### config.mk
export PLATFORM = sky130hd
export DESIGN_NAME = score_display_ctrl_flat
export DESIGN_NICKNAME = d
export VERILOG_FILES = /design/src/rtl/score_pkg.sv /design/src/rtl/score_display_if.sv /design/src/rtl/score_display_ctrl_bcd_digit.sv /design/src/rtl/score_display_ctrl.sv /design/src/flat_wrapper.sv
export SDC_FILE = /design/constraint.sdc
export NUM_CORES = 1
export LEC_CHECK = 0
export ABC_AREA = 1
export CORE_MARGIN = 2
export CORE_UTILIZATION = 55
export DETAILED_ROUTE_END_ITERATION = 8
export PLACE_DENSITY = 0.81
export SLEW_MARGIN = 5
export SYNTH_ARGS = -nofsm -noshare
export SYNTH_HDL_FRONTEND = slang
export SYNTH_SLANG_ARGS = --single-unit
### constraint.sdc
create_clock -name clk -period 5.1 [get_ports clk]
set_clock_uncertainty 0.05 [all_clocks]
set_input_delay 1.02 -clock clk [delete_from_list [all_inputs] [get_ports clk]]
set_output_delay 1.02 -clock clk [all_outputs]
set_load 0.05 [all_outputs]
### src/rtl/score_pkg.sv
// Shared types and constants for the score display controller.
package score_pkg;

  localparam int BCD_W = 4;

  typedef enum logic [1:0] {
    ST_IDLE = 2'd0,
    ST_PLAY = 2'd1,
    ST_OVER = 2'd2
  } state_t;

  localparam logic [BCD_W-1:0] BCD_MAX = 4'd9;

  // Segment patterns {a,b,c,d,e,f,g,dp}, active-low; dp is always off.
  localparam logic [7:0] SEG_0     = 8'h03;
  localparam logic [7:0] SEG_1     = 8'h9F;
  localparam logic [7:0] SEG_2     = 8'h25;
  localparam logic [7:0] SEG_3     = 8'h0D;
  localparam logic [7:0] SEG_4     = 8'h99;
  localparam logic [7:0] SEG_5     = 8'h49;
  localparam logic [7:0] SEG_6     = 8'h41;
  localparam logic [7:0] SEG_7     = 8'h1F;
  localparam logic [7:0] SEG_8     = 8'h01;
  localparam logic [7:0] SEG_9     = 8'h09;
  localparam logic [7:0] SEG_BLANK = 8'hFF;

  // Codes A-F never come out of a BCD counter; they are shown dark.
  function automatic logic [7:0] seg_decode(input logic [BCD_W-1:0] digit);
    logic [7:0] seg;
    case (digit)
      4'd0:    seg = SEG_0;
      4'd1:    seg = SEG_1;
      4'd2:    seg = SEG_2;
      4'd3:    seg = SEG_3;
      4'd4:    seg = SEG_4;
      4'd5:    seg = SEG_5;
      4'd6:    seg = SEG_6;
      4'd7:    seg = SEG_7;
      4'd8:    seg = SEG_8;
      4'd9:    seg = SEG_9;
      default: seg = SEG_BLANK;
    endcase
    return seg;
  endfunction

endpackage

### src/rtl/score_display_if.sv
// Bundle of game event pulses and display/score outputs.
interface score_display_if
  import score_pkg::*;
#(
  parameter int NUM_DIGITS = 4
);

  logic                        game_start;
  logic                        score_inc;
  logic                        game_over;
  logic [NUM_DIGITS-1:0]       anode;
  logic [7:0]                  cathode;
  logic [BCD_W*NUM_DIGITS-1:0] score_bcd;
  logic [BCD_W*NUM_DIGITS-1:0] high_bcd;
  logic                        new_high;
  logic [1:0]                  state;

  // Game logic side: raises events, watches the score.
  modport master (
    output game_start, score_inc, game_over,
    input  anode, cathode, score_bcd, high_bcd, new_high, state
  );

  // Controller side.
  modport slave (
    input  game_start, score_inc, game_over,
    output anode, cathode, score_bcd, high_bcd, new_high, state
  );

endinterface

### src/rtl/score_display_ctrl_bcd_digit.sv
// One decimal digit of the score counter; digits chain through carry_out.
module bcd_digit_cnt
  import score_pkg::*;
(
  input  logic             clk,
  input  logic             rst,
  input  logic             clr_in,
  input  logic             inc_in,
  input  logic             sat_in,
  output logic             carry_out,
  output logic [BCD_W-1:0] digit_out,
  output logic [BCD_W-1:0] nxt_out
);

  logic [BCD_W-1:0] r_digit;
  logic             w_at_max;

  assign w_at_max  = (r_digit == BCD_MAX);
  // Carry is raised whether or not the increment lands, so the top digit's
  // carry can be fed back as the saturation flag without a loop.
  assign carry_out = inc_in && w_at_max;
  assign digit_out = r_digit;

  // Next digit value; exported so the high-score compare can see a same-cycle increment.
  always_comb begin
    nxt_out = r_digit;
    if (clr_in) begin
      nxt_out = '0;
    end else if (inc_in && !sat_in) begin
      nxt_out = w_at_max ? '0 : r_digit + BCD_W'(1);
    end
  end

  // Digit register.
  always_ff @(posedge clk or negedge rst) begin
    if (!rst) begin
      r_digit <= '0;
    end else begin
      r_digit <= nxt_out;
    end
  end

endmodule

### src/rtl/score_display_ctrl.sv
// Score keeper, high-score register and multiplexed seven-segment driver.
//
// state   | meaning
// --------+-----------------------------------------------------------
// ST_IDLE | waiting for a game; display shows the high score
// ST_PLAY | game running; score_inc counts, display shows the score
// ST_OVER | game ended; display shows the score, flashing on a new high
module score_display_ctrl
  import score_pkg::*;
#(
  parameter int NUM_DIGITS     = 4,
  parameter int SCAN_DIV_BITS  = 18,
  parameter int FLASH_DIV_BITS = 25,
  parameter int BLANK_LEADING  = 1
) (
  input logic            clk,
  input logic            rst,
  score_display_if.slave bus
);

  localparam int SCORE_W = BCD_W * NUM_DIGITS;
  localparam int IDX_W   = (NUM_DIGITS > 1) ? $clog2(NUM_DIGITS) : 1;
  // One bit wider than FLASH_DIV_BITS so each lit/dark phase lasts 2^FLASH_DIV_BITS cycles.
  localparam int FLASH_W = FLASH_DIV_BITS + 1;

  state_t                r_state;
  state_t                w_state_nxt;
  logic                  w_start_game;
  logic                  w_enter_over;
  logic                  w_inc_en;

  logic [SCORE_W-1:0]    w_score;
  logic [SCORE_W-1:0]    w_score_nxt;
  logic [SCORE_W-1:0]    r_high;
  logic [SCORE_W-1:0]    w_disp;
  logic                  r_new_high;
  logic                  w_sat;

  logic [SCAN_DIV_BITS-1:0] r_scan_cnt;
  logic                     w_scan_tc;
  logic [IDX_W-1:0]         r_digit_idx;
  logic [FLASH_W-1:0]       r_flash_cnt;
  logic                     w_flash_dark;

  logic [NUM_DIGITS-1:0] r_anode;
  logic [NUM_DIGITS-1:0] w_anode_nxt;
  logic [7:0]            r_cathode;
  logic [7:0]            w_cathode_nxt;

  // Score counter: digit 0 takes the increment, higher digits take the carry below.
  for (genvar g = 0; g < NUM_DIGITS; g++) begin : g_digit
    logic w_inc_in;
    logic w_carry;

    if (g == 0) begin : g_lsd
      assign w_inc_in = w_inc_en;
    end else begin : g_upper
      assign w_inc_in = g_digit[g-1].w_carry;
    end

    bcd_digit_cnt u_digit (
      .clk       (clk),
      .rst       (rst),
      .clr_in    (w_start_game),
      .inc_in    (w_inc_in),
      .sat_in    (w_sat),
      .carry_out (w_carry),
      .digit_out (w_score[g*BCD_W +: BCD_W]),
      .nxt_out   (w_score_nxt[g*BCD_W +: BCD_W])
    );
  end

  // An increment that would carry out of the top digit is dropped, holding all 9s.
  assign w_sat = g_digit[NUM_DIGITS-1].w_carry;

  // State register.
  always_ff @(posedge clk or negedge rst) begin
    if (!rst) begin
      r_state <= ST_IDLE;
    end else begin
      r_state <= w_state_nxt;
    end
  end

  // Next state and per-transition strobes.
  always_comb begin
    w_state_nxt  = r_state;
    w_start_game = 1'b0;
    w_enter_over = 1'b0;
    w_inc_en     = 1'b0;
    case (r_state)
      ST_IDLE: begin
        if (bus.game_start) begin
          w_state_nxt  = ST_PLAY;
          w_start_game = 1'b1;
        end
      end
      ST_PLAY: begin
        w_inc_en = bus.score_inc;
        if (bus.game_over) begin
          w_state_nxt  = ST_OVER;
          w_enter_over = 1'b1;
        end
      end
      ST_OVER: begin
        if (bus.game_start) begin
          w_state_nxt  = ST_PLAY;
          w_start_game = 1'b1;
        end
      end
      default: begin
        w_state_nxt = ST_IDLE;
      end
    endcase
  end

  // High score latches on entry to OVER, comparing against the score including any same-cycle increment.
  always_ff @(posedge clk or negedge rst) begin
    if (!rst) begin
      r_high     <= '0;
      r_new_high <= 1'b0;
    end else if (w_start_game) begin
      r_new_high <= 1'b0;
    end else if (w_enter_over && (w_score_nxt > r_high)) begin
      r_high     <= w_score_nxt;
      r_new_high <= 1'b1;
    end
  end

  // Flash phase runs only in OVER; held at zero elsewhere so each entry starts lit.
  always_ff @(posedge clk or negedge rst) begin
    if (!rst) begin
      r_flash_cnt <= '0;
    end else if (r_state == ST_OVER) begin
      r_flash_cnt <= r_flash_cnt + FLASH_W'(1);
    end else begin
      r_flash_cnt <= '0;
    end
  end

  assign w_flash_dark = (r_state == ST_OVER) && r_new_high && r_flash_cnt[FLASH_W-1];
  assign w_scan_tc    = &r_scan_cnt;

  // Scan prescaler and digit index; explicit wrap keeps non-power-of-2 digit counts correct.
  always_ff @(posedge clk or negedge rst) begin
    if (!rst) begin
      r_scan_cnt  <= '0;
      r_digit_idx <= '0;
    end else begin
      r_scan_cnt <= r_scan_cnt + SCAN_DIV_BITS'(1);
      if (w_scan_tc) begin
        if (r_digit_idx == IDX_W'(NUM_DIGITS - 1)) begin
          r_digit_idx <= '0;
        end else begin
          r_digit_idx <= r_digit_idx + IDX_W'(1);
        end
      end
    end
  end

  assign w_disp = (r_state == ST_IDLE) ? r_high : w_score;

  // Select the current digit; walking down from the top tracks whether all higher digits are zero.
  always_comb begin
    logic l_zero_run;
    logic l_blank;
    w_anode_nxt   = '1;
    w_cathode_nxt = SEG_BLANK;
    l_zero_run    = 1'b1;
    l_blank       = 1'b0;
    for (int i = NUM_DIGITS - 1; i >= 0; i--) begin
      l_zero_run = l_zero_run && (w_disp[i*BCD_W +: BCD_W] == '0);
      if (IDX_W'(i) == r_digit_idx) begin
        l_blank = (BLANK_LEADING != 0) && (i != 0) && l_zero_run;
        if (!l_blank && !w_flash_dark) begin
          w_anode_nxt[i] = 1'b0;
          w_cathode_nxt  = seg_decode(w_disp[i*BCD_W +: BCD_W]);
        end
      end
    end
  end

  // Registered pin drivers.
  always_ff @(posedge clk or negedge rst) begin
    if (!rst) begin
      r_anode   <= '1;
      r_cathode <= SEG_BLANK;
    end else begin
      r_anode   <= w_anode_nxt;
      r_cathode <= w_cathode_nxt;
    end
  end

  assign bus.anode     = r_anode;
  assign bus.cathode   = r_cathode;
  assign bus.score_bcd = w_score;
  assign bus.high_bcd  = r_high;
  assign bus.new_high  = r_new_high;
  assign bus.state     = r_state;

endmodule

### src/flat_wrapper.sv
// flat-port wrapper written by rule: the top's interface ports become plain ports
module score_display_ctrl_flat import score_pkg::*;
#(
  parameter int NUM_DIGITS     = 4,
  parameter int SCAN_DIV_BITS  = 18,
  parameter int FLASH_DIV_BITS = 25,
  parameter int BLANK_LEADING  = 1
)
  (clk, rst, bus_game_start, bus_score_inc, bus_game_over, bus_anode, bus_cathode, bus_score_bcd, bus_high_bcd, bus_new_high, bus_state);
  score_display_if #(.NUM_DIGITS(NUM_DIGITS)) bus_i ();
  input logic clk;
  input logic rst;
  input wire logic [$bits(bus_i.game_start)-1:0] bus_game_start;
  input wire logic [$bits(bus_i.score_inc)-1:0] bus_score_inc;
  input wire logic [$bits(bus_i.game_over)-1:0] bus_game_over;
  output wire logic [$bits(bus_i.anode)-1:0] bus_anode;
  output wire logic [$bits(bus_i.cathode)-1:0] bus_cathode;
  output wire logic [$bits(bus_i.score_bcd)-1:0] bus_score_bcd;
  output wire logic [$bits(bus_i.high_bcd)-1:0] bus_high_bcd;
  output wire logic [$bits(bus_i.new_high)-1:0] bus_new_high;
  output wire logic [$bits(bus_i.state)-1:0] bus_state;
  assign bus_i.game_start = bus_game_start;
  assign bus_i.score_inc = bus_score_inc;
  assign bus_i.game_over = bus_game_over;
  assign bus_anode = bus_i.anode;
  assign bus_cathode = bus_i.cathode;
  assign bus_score_bcd = bus_i.score_bcd;
  assign bus_high_bcd = bus_i.high_bcd;
  assign bus_new_high = bus_i.new_high;
  assign bus_state = bus_i.state;
  score_display_ctrl #(.NUM_DIGITS(NUM_DIGITS), .SCAN_DIV_BITS(SCAN_DIV_BITS), .FLASH_DIV_BITS(FLASH_DIV_BITS), .BLANK_LEADING(BLANK_LEADING)) u_core (.clk(clk), .rst(rst), .bus(bus_i));
endmodule
==> impl_metrics.tcl, run 1 <==
set metrics [dict create \
    status "complete, no violations" \
    synthFlopType "sky130_fd_sc_hd__dfrtp_1" \
    floorplan.io_pins 52 \
    cap_violations 0 \
    timing.final.max_slew_violations 0 \
    dieHeight_um 108 \
    drive_above_1_share_pct 7.73 \
    insertion_delay_ns 0.38 \
    area_growth_from_synthesis_to_layout_pct 14.1 \
    tritoncts "built" \
    drt_iter0_markers 372 \
    power.share.clock_pct 23.5 \
    cell_repeated_most_along_the_worst_path "sky130_fd_sc_hd__nand2_1" \
    die-width_um 108 \
    routed_wire_length_per_instance_um 14.2 \
    yosysUniqueCellTypes 41 \
    timing.setup.tns_ns 0 \
    cts_buffers 9 \
    totalWireLength_mm 14.0 \
    final_period_minus_worst_setup_slack_ns 4.09 \
    fp.dieArea_um2 11700 \
    syn_inst_count 782 \
    antenna-diode-count 0 \
    root_buffer "sky130_fd_sc_hd__clkbuf_8" \
    worst_path_required_time_ns 5.28 \
    initial_core_util_pct 55.7 \
    ir_drop_mv 0.199 \
    layout.cells.most_common "sky130_fd_sc_hd__nand2_1" \
    synth-async-reset-ratio_pct 100 \
    hold_fix_buffer_count_after_cts 0 \
    fmax_ghz 0.244 \
    num-nets-final 892 \
    slowest_stage "sky130_fd_sc_hd__clkdlybuf4s50_1" \
    power.net_switching_mw 0.913 \
    postRouteAntennaNets 0 \
    synth_enable_flop_cells 0 \
    timing.slew.headroom_pct 55.8 \
    postSynthNetCount 838 \
    sequentialPowerShare_pct 37.4 \
    final_cell_mix "188 x sky130_fd_sc_hd__nand2_1, 106 x sky130_fd_sc_hd__inv_1, 81 x sky130_fd_sc_hd__dfrtp_1" \
    critPathMaxStageDelay_ns 0.54 \
    core_region_area_um2 10700 \
    critPathBufInv 4 \
    placedCellCount 965 \
    worstPathCellList "clkdlybuf4s50_1 > nand3_4 > nor2_4 > nand3_2 > nand2_1 > inv_1 > nand2_1 > o21ai_0 > nor2_1 > ha_1 > a21oi_1 > o21ai_0 > nand2_1 > nand2_1 > nand2_1 > nand2_1 > nand2_1 > buf_4 > inv_1 > o21ai_0" \
    grt_usage_pct 25.8 \
    hpwlAfterDp_mm 10.7 \
    netlist_area_before_placement_um2 5990 \
    number_of_instances_resized_during_post_cts_repair 0 \
    std_cell_rows 38 \
    post_cts_buffers 0 \
    power_density_nw_per_um2 326 \
    share_comb_of_total_power_pct 39.1 \
    class_of_the_tightest_hold_or_removal_check "reg -> reg" \
    clk_transition_reported_paths_ns 0.09 \
    cts.path.max_buffers 2 \
    layout.core_utilization_pct 63.6 \
    unrepaired_setup_endpoints_after_global_routing "no" \
    avgSynthCellArea_um2 7.66 \
    sw_frac_of_total_pct 41.0 \
    routed-via-count 5365 \
    post_synthesis_sequential_area_ratio_pct 38.7 \
    drc 0 \
    synthTopCellsByArea "sky130_fd_sc_hd__dfrtp_1 34%, sky130_fd_sc_hd__nand2_1 12%, sky130_fd_sc_hd__ha_1 11%, sky130_fd_sc_hd__inv_1 6.6%, sky130_fd_sc_hd__nand3_1 5.9%" \
    synth_warnings 0 \
    post_drt_via_cell_ratio 5.47 \
    ratio_of_final_minimum_period_to_clock_period_pct 80.2 \
    grt_first_pass_wirelength_mm 23.9 \
    detail_route.first_pass.iterations 5 \
    cts_num_sinks 92 \
    worst_hold_slack_ns 0.412 \
    setup-violations-final 0 \
    yosysTopAreaCellShare_pct 33.9 \
    timing.critical_path.fanout_max 22 \
    place.gp.congestion 1.01 \
    globalRoute.totalOverflow 0 \
    first_global_vias 5258 \
    worst_ep_arrival_time_ns 4.27 \
    critPathCaptureType "flop" \
    grt_max_degree 52 \
    layout.cells.non_filler 981 \
    htreeDepth 3 \
    grt_antenna_before_repair 0 \
    intPower_mw 1.31 \
    crit_type "in -> reg" \
    hold_viol 0 \
    p_leak_nw 3.32 \
    synth.largest_area_cell "sky130_fd_sc_hd__dfrtp_1" \
    crit_family "buffers and inverters" \
    start_kind "input port" \
    worst_slew_pin_slew_ns 0.656 \
    number_of_input_and_output_port_buffers_inserted 50 \
    number_of_flip_flops_and_latches_in_the_synthesized_netlist 92 \
]
-- kinds of logic (layout without fill, tap and decap cells) --
kind of cell             Yosys count  after routing  synth area share [%]
AO/OA/AOI/OAI                    103            103                  9.45
XOR/XNOR                          20             20                  2.93
adder cells (fa/ha/maj)           51             51                  10.7
buffers and inverters            119            178                  7.77
flip-flops                        92             92                  38.7
other                              1              1                0.0626
AND/OR/NAND/NOR                  396            396                  30.4
-- power by group through the flow --
stage                     clock network, mW  logic [mW]  registers, mW
after floorplan                           0       0.465           1.01
after global placement                    0       0.837          0.845
after detailed placement                  0       0.866          0.846
after CTS                             0.534       0.869          0.833
after global routing                  0.560       0.971          0.839
final                                 0.523       0.872          0.832
-- final timing paths --
check,from,end,slack (ns),cells after the start
min in group asynchronous,rst,u_core.bus.high_bcd[6],0.57,1
max in group asynchronous,rst,u_core.r_scan_cnt[11],3.36,2
min,u_core.r_scan_cnt[0],u_core.r_scan_cnt[0],0.41,1
min reg2reg,u_core.r_scan_cnt[0],u_core.r_scan_cnt[0],0.41,1
max,bus_score_inc,u_core.bus.high_bcd[2],1.01,20
max reg2reg,u_core.g_digit[1].u_digit.digit_out[1],u_core.bus.high_bcd[2],1.44,21
-- final cells by class --
cell class	count	area (um^2)
fill	899	3910
timing repair buffer	52	513
multi-input combinational	571	3210
clock inverter	5	58.8
tap	140	175
sequential	92	2320
inverter	110	413
clock buffer	11	151
-- sequential cells by signal, summed over array words and instances, names as in the netlist --
name,flops
u_core.r_flash_cnt,26
u_core.r_scan_cnt,18
u_core.bus.high_bcd,16
u_core.g_digit.u_digit.digit_out,16
u_core.bus.cathode,7
u_core.bus.anode,4
u_core.bus.state,2
u_core.r_digit_idx,2
u_core.bus.new_high,1
-- stage by stage --
stage                     setup WS [ns]  cell area, um^2  total power, mW
after floorplan                    1.92             5990             1.48
after global placement            0.798             6620             1.68
after detailed placement          0.658             6620             1.71
after CTS                          1.07             6830             2.24
after global routing              0.673             6830             2.37
final                              1.01             6830             2.23
-- synth_stat cells, drive strengths merged, types with 2 or more instances --
| cell type | n |
|---|---|
| dfrtp | 81 |
| nor2 | 79 |
| clkbuf | 6 |
| nand4 | 15 |
| nand3b | 6 |
| nor3 | 14 |
| a31oi | 4 |
| xor2 | 11 |
| o211ai | 3 |
| o21a | 3 |
| dfstp | 11 |
| a21oi | 36 |
| xnor2 | 9 |
| nand3 | 76 |
| ha | 51 |
| a211oi | 2 |
| nor4 | 2 |
| buf | 3 |
| nand2 | 199 |
| o21ai | 51 |
| or2 | 3 |
| inv | 110 |
-- worst reg2reg max path, stage by stage (launching register included) --
cell	delay, ns
sky130_fd_sc_hd__dfrtp_1	0.45
sky130_fd_sc_hd__inv_1	0.12
sky130_fd_sc_hd__ha_1	0.15
sky130_fd_sc_hd__nand3_1	0.13
sky130_fd_sc_hd__nor2_1	0.20
sky130_fd_sc_hd__nand3_2	0.15
sky130_fd_sc_hd__nand2_1	0.20
sky130_fd_sc_hd__inv_1	0.11
sky130_fd_sc_hd__nand2_1	0.08
sky130_fd_sc_hd__o21ai_0	0.07
sky130_fd_sc_hd__nor2_1	0.22
sky130_fd_sc_hd__ha_1	0.19
sky130_fd_sc_hd__a21oi_1	0.07
sky130_fd_sc_hd__o21ai_0	0.21
sky130_fd_sc_hd__nand2_1	0.08
sky130_fd_sc_hd__nand2_1	0.06
sky130_fd_sc_hd__nand2_1	0.04
sky130_fd_sc_hd__nand2_1	0.06
sky130_fd_sc_hd__nand2_1	0.04
sky130_fd_sc_hd__buf_4	0.17
sky130_fd_sc_hd__inv_1	0.47
sky130_fd_sc_hd__o21ai_0	0.19
-- routing by layer --
| metal | vias to the layer above | part of all wire [%] | global-route usage, % |
|---|---|---|---|
| met2 | 169 | 49 | 45.0 |
| met5 | - | 0 | 0 |
| met4 | 0 | 2.3 | 10.2 |
| met1 | 2538 | 42 | 31.4 |
| li1 | 2634 | - | - |
| met3 | 24 | 5.9 | 5.00 |
Note: power is estimated with default switching activity, not from simulation.
==> inputs of run 2 (changes only) <==
CORE_UTILIZATION = 53   (was 55)
PLACE_DENSITY = 0.82   (was 0.81)
clock period = 3.4 ns   (was 5.1 ns; I/O delays follow)
==> run 2 against run 1 <==
Net effect:
- sequential power rose by 50%
- critical path type is now reg -> reg
- critical path depth fell by 3
- combinational power rose by 50%
- highest routed layer unchanged
- non-clock buffer count rose by 27
- hold slack got worse by 0.18 ns
- die area rose by 3.6%
- clock power rose by 76%
- routed wire length fell by 2.8%
- critical endpoint is now u_core.bus.high_bcd[7]
- core utilization rose by 1.8 points
- via count fell by 0.19%
==> impl_metrics.tcl, run 2 (synthesis results as in run 1) <==
set metrics [dict create \
    tritoncts "built" \
    std_cell_rows 38 \
    power_mw 3.49 \
    design_area_um2 7150 \
    setup-violations-final 0 \
    worst_slew_pin_slew_ns 0.656 \
    worst_setup_slack_final_ns 0.213 \
    ir_drop_mv 0.289 \
    final_cell_mix "186 x sky130_fd_sc_hd__nand2_1, 106 x sky130_fd_sc_hd__inv_1, 80 x sky130_fd_sc_hd__dfrtp_1" \
    fmax_ghz 0.314 \
    worst_hold_slack_ns 0.231 \
    routed-via-count 5355 \
    initial_core_util_pct 54.7 \
    floorplan.io_pins 52 \
    die-width_um 110 \
    layout.cells.most_common "sky130_fd_sc_hd__nand2_1" \
    place.gp.congestion 0.908 \
    final_period_minus_worst_setup_slack_ns 3.19 \
    max_flop_register "u_core.r_flash_cnt" \
    area_growth_from_synthesis_to_layout_pct 19.5 \
    p_leak_nw 3.50 \
    globalRoute.totalOverflow 0 \
    grt_antenna_before_repair 0 \
    cap_violations 0 \
    top_regs "u_core.r_flash_cnt: 26 flops, u_core.r_scan_cnt: 18 flops" \
    clk_transition_reported_paths_ns 0.06 \
    start_kind "flop" \
    placedInstanceArea_um2 6820 \
    root_buffer "sky130_fd_sc_hd__clkbuf_16" \
    worst_path_required_time_ns 3.57 \
    fp.dieArea_um2 12200 \
    worst_ep_arrival_time_ns 3.36 \
    grt_max_degree 59 \
    drive_above_1_share_pct 11.3 \
    post_drt_via_cell_ratio 5.31 \
    drc 0 \
    grt_first_pass_wirelength_mm 23.0 \
    detail_route.first_pass.iterations 5 \
    timing.slew.headroom_pct 55.8 \
    htreeDepth 3 \
    postRouteAntennaNets 0 \
    totalWireLength_mm 13.6 \
    num-nets-final 919 \
    core_region_area_um2 10900 \
    place_worst_setup_slack_ns -0.223 \
    timing.final.max_slew_violations 0 \
    critPathCaptureType "flop" \
    hold_fix_buffer_count_after_cts 0 \
    timing.critical_path.fanout_max 9 \
    largest_register_ff_count 26 \
    crit_type "reg -> reg" \
    ratio_of_final_minimum_period_to_clock_period_pct 93.7 \
    dieHeight_um 110 \
    first_global_vias 5100 \
    hpwlAfterDp_mm 10.3 \
    layout.filler_cells 897 \
    power_density_nw_per_um2 487 \
    class_of_the_tightest_hold_or_removal_check "in -> async" \
    cts.path.max_buffers 2 \
    status "complete, no violations" \
    routed_wire_length_per_instance_um 13.5 \
    number_of_input_and_output_port_buffers_inserted 50 \
    antenna-diode-count 0 \
    grt_usage_pct 24.2 \
    hold_viol 0 \
    insertion_delay_ns 0.34 \
    cts_buffers 9 \
    cts_num_sinks 92 \
    drt_iter0_markers 290 \
]
==> run 2: cell types whose count changed in the layout (fill, tap and decap cells not counted), moves of 3 or more <==
cell	delta
sky130_fd_sc_hd__buf_4	+26
sky130_fd_sc_hd__clkbuf_8	-10
sky130_fd_sc_hd__clkbuf_16	+9
sky130_fd_sc_hd__clkbuf_1	+3
sky130_fd_sc_hd__nor2_1	-3
sky130_fd_sc_hd__nor2_2	+3
==> run 2: path summary, 6_finish.rpt <==
kind,slack [ns],startpoint,depth (start not counted),end
worst min register to register,0.40,u_core.r_scan_cnt[0],1,u_core.r_scan_cnt[0]
worst max register to register,0.21,u_core.g_digit[0].u_digit.digit_out[0],17,u_core.bus.high_bcd[7]
worst max-delay path,0.21,u_core.g_digit[0].u_digit.digit_out[0],17,u_core.bus.high_bcd[7]
min in group clk,0.40,u_core.r_scan_cnt[0],1,u_core.r_scan_cnt[0]
max in group asynchronous,2.41,rst,2,u_core.r_scan_cnt[13]
worst min-delay path,0.23,rst,1,u_core.g_digit[2].u_digit.digit_out[0]
==> run 2: through the flow <==
step	util (%)	cells	TNS [ns]
2_1_floorplan	-	782	0
3_3_place_gp	62.4	990	-1.80
3_5_place_dp	62.4	990	-2.79
4_1_cts	64.8	1006	0
5_1_grt	65.4	1008	-0.0856
6_report	65.4	1008	0
==> run 2: cell type report <==
cell class | instances | area, um^2 | share of cell area (%)
clock buffers | 13 | 250 | 3.50
clock inverters | 3 | 15.0 | 0.210
flip-flops and latches | 92 | 2320 | 32.4
inverters | 110 | 413 | 5.77
multi-input cells | 571 | 3250 | 45.5
repair buffers | 79 | 731 | 10.2
well taps | 140 | 175 | 2.45
==> run 2: metal layers <==
| metal | wire (um) | GRT usage [%] | vias up |
|---|---|---|---|
| li1 | - | - | 2692 |
| met1 | 6060 | 31.9 | 2495 |
| met2 | 6520 | 40.1 | 137 |
| met3 | 704 | 3.76 | 31 |
| met4 | 287 | 9.73 | 0 |
| met5 | 0 | 0 | - |
==> run 2: critical path, cell delays in order, from the launching register on <==
cell and delay [ns]:
sky130_fd_sc_hd__dfrtp_1 0.49, sky130_fd_sc_hd__ha_1 0.19, sky130_fd_sc_hd__nand3_1 0.14, sky130_fd_sc_hd__nor2_4 0.26, sky130_fd_sc_hd__nand3b_1 0.21, sky130_fd_sc_hd__nor3_2 0.25
sky130_fd_sc_hd__o21ai_0 0.10, sky130_fd_sc_hd__a21oi_1 0.20, sky130_fd_sc_hd__ha_1 0.30, sky130_fd_sc_hd__a21oi_1 0.15, sky130_fd_sc_hd__o21ai_0 0.10, sky130_fd_sc_hd__nor2_1 0.12
sky130_fd_sc_hd__nand2_1 0.05, sky130_fd_sc_hd__nand2_1 0.07, sky130_fd_sc_hd__inv_1 0.08, sky130_fd_sc_hd__buf_4 0.17, sky130_fd_sc_hd__nand2_1 0.06, sky130_fd_sc_hd__o21ai_0 0.07
==> run 2: timing repair <==
action / in CTS / in global routing
gates resized for setup: 0 / 15
buffers inserted: 0 / 2
endpoints found under the setup margin: 0 / 13
==> run 2: power breakdown <==
part | total (mW) | switching [mW] | internal (mW) | leakage, nW
sequential | 1.25 | 0.0581 | 1.20 | 1.18
combinational | 1.31 | 0.896 | 0.416 | 2.19
clock | 0.919 | 0.406 | 0.513 | 0.133
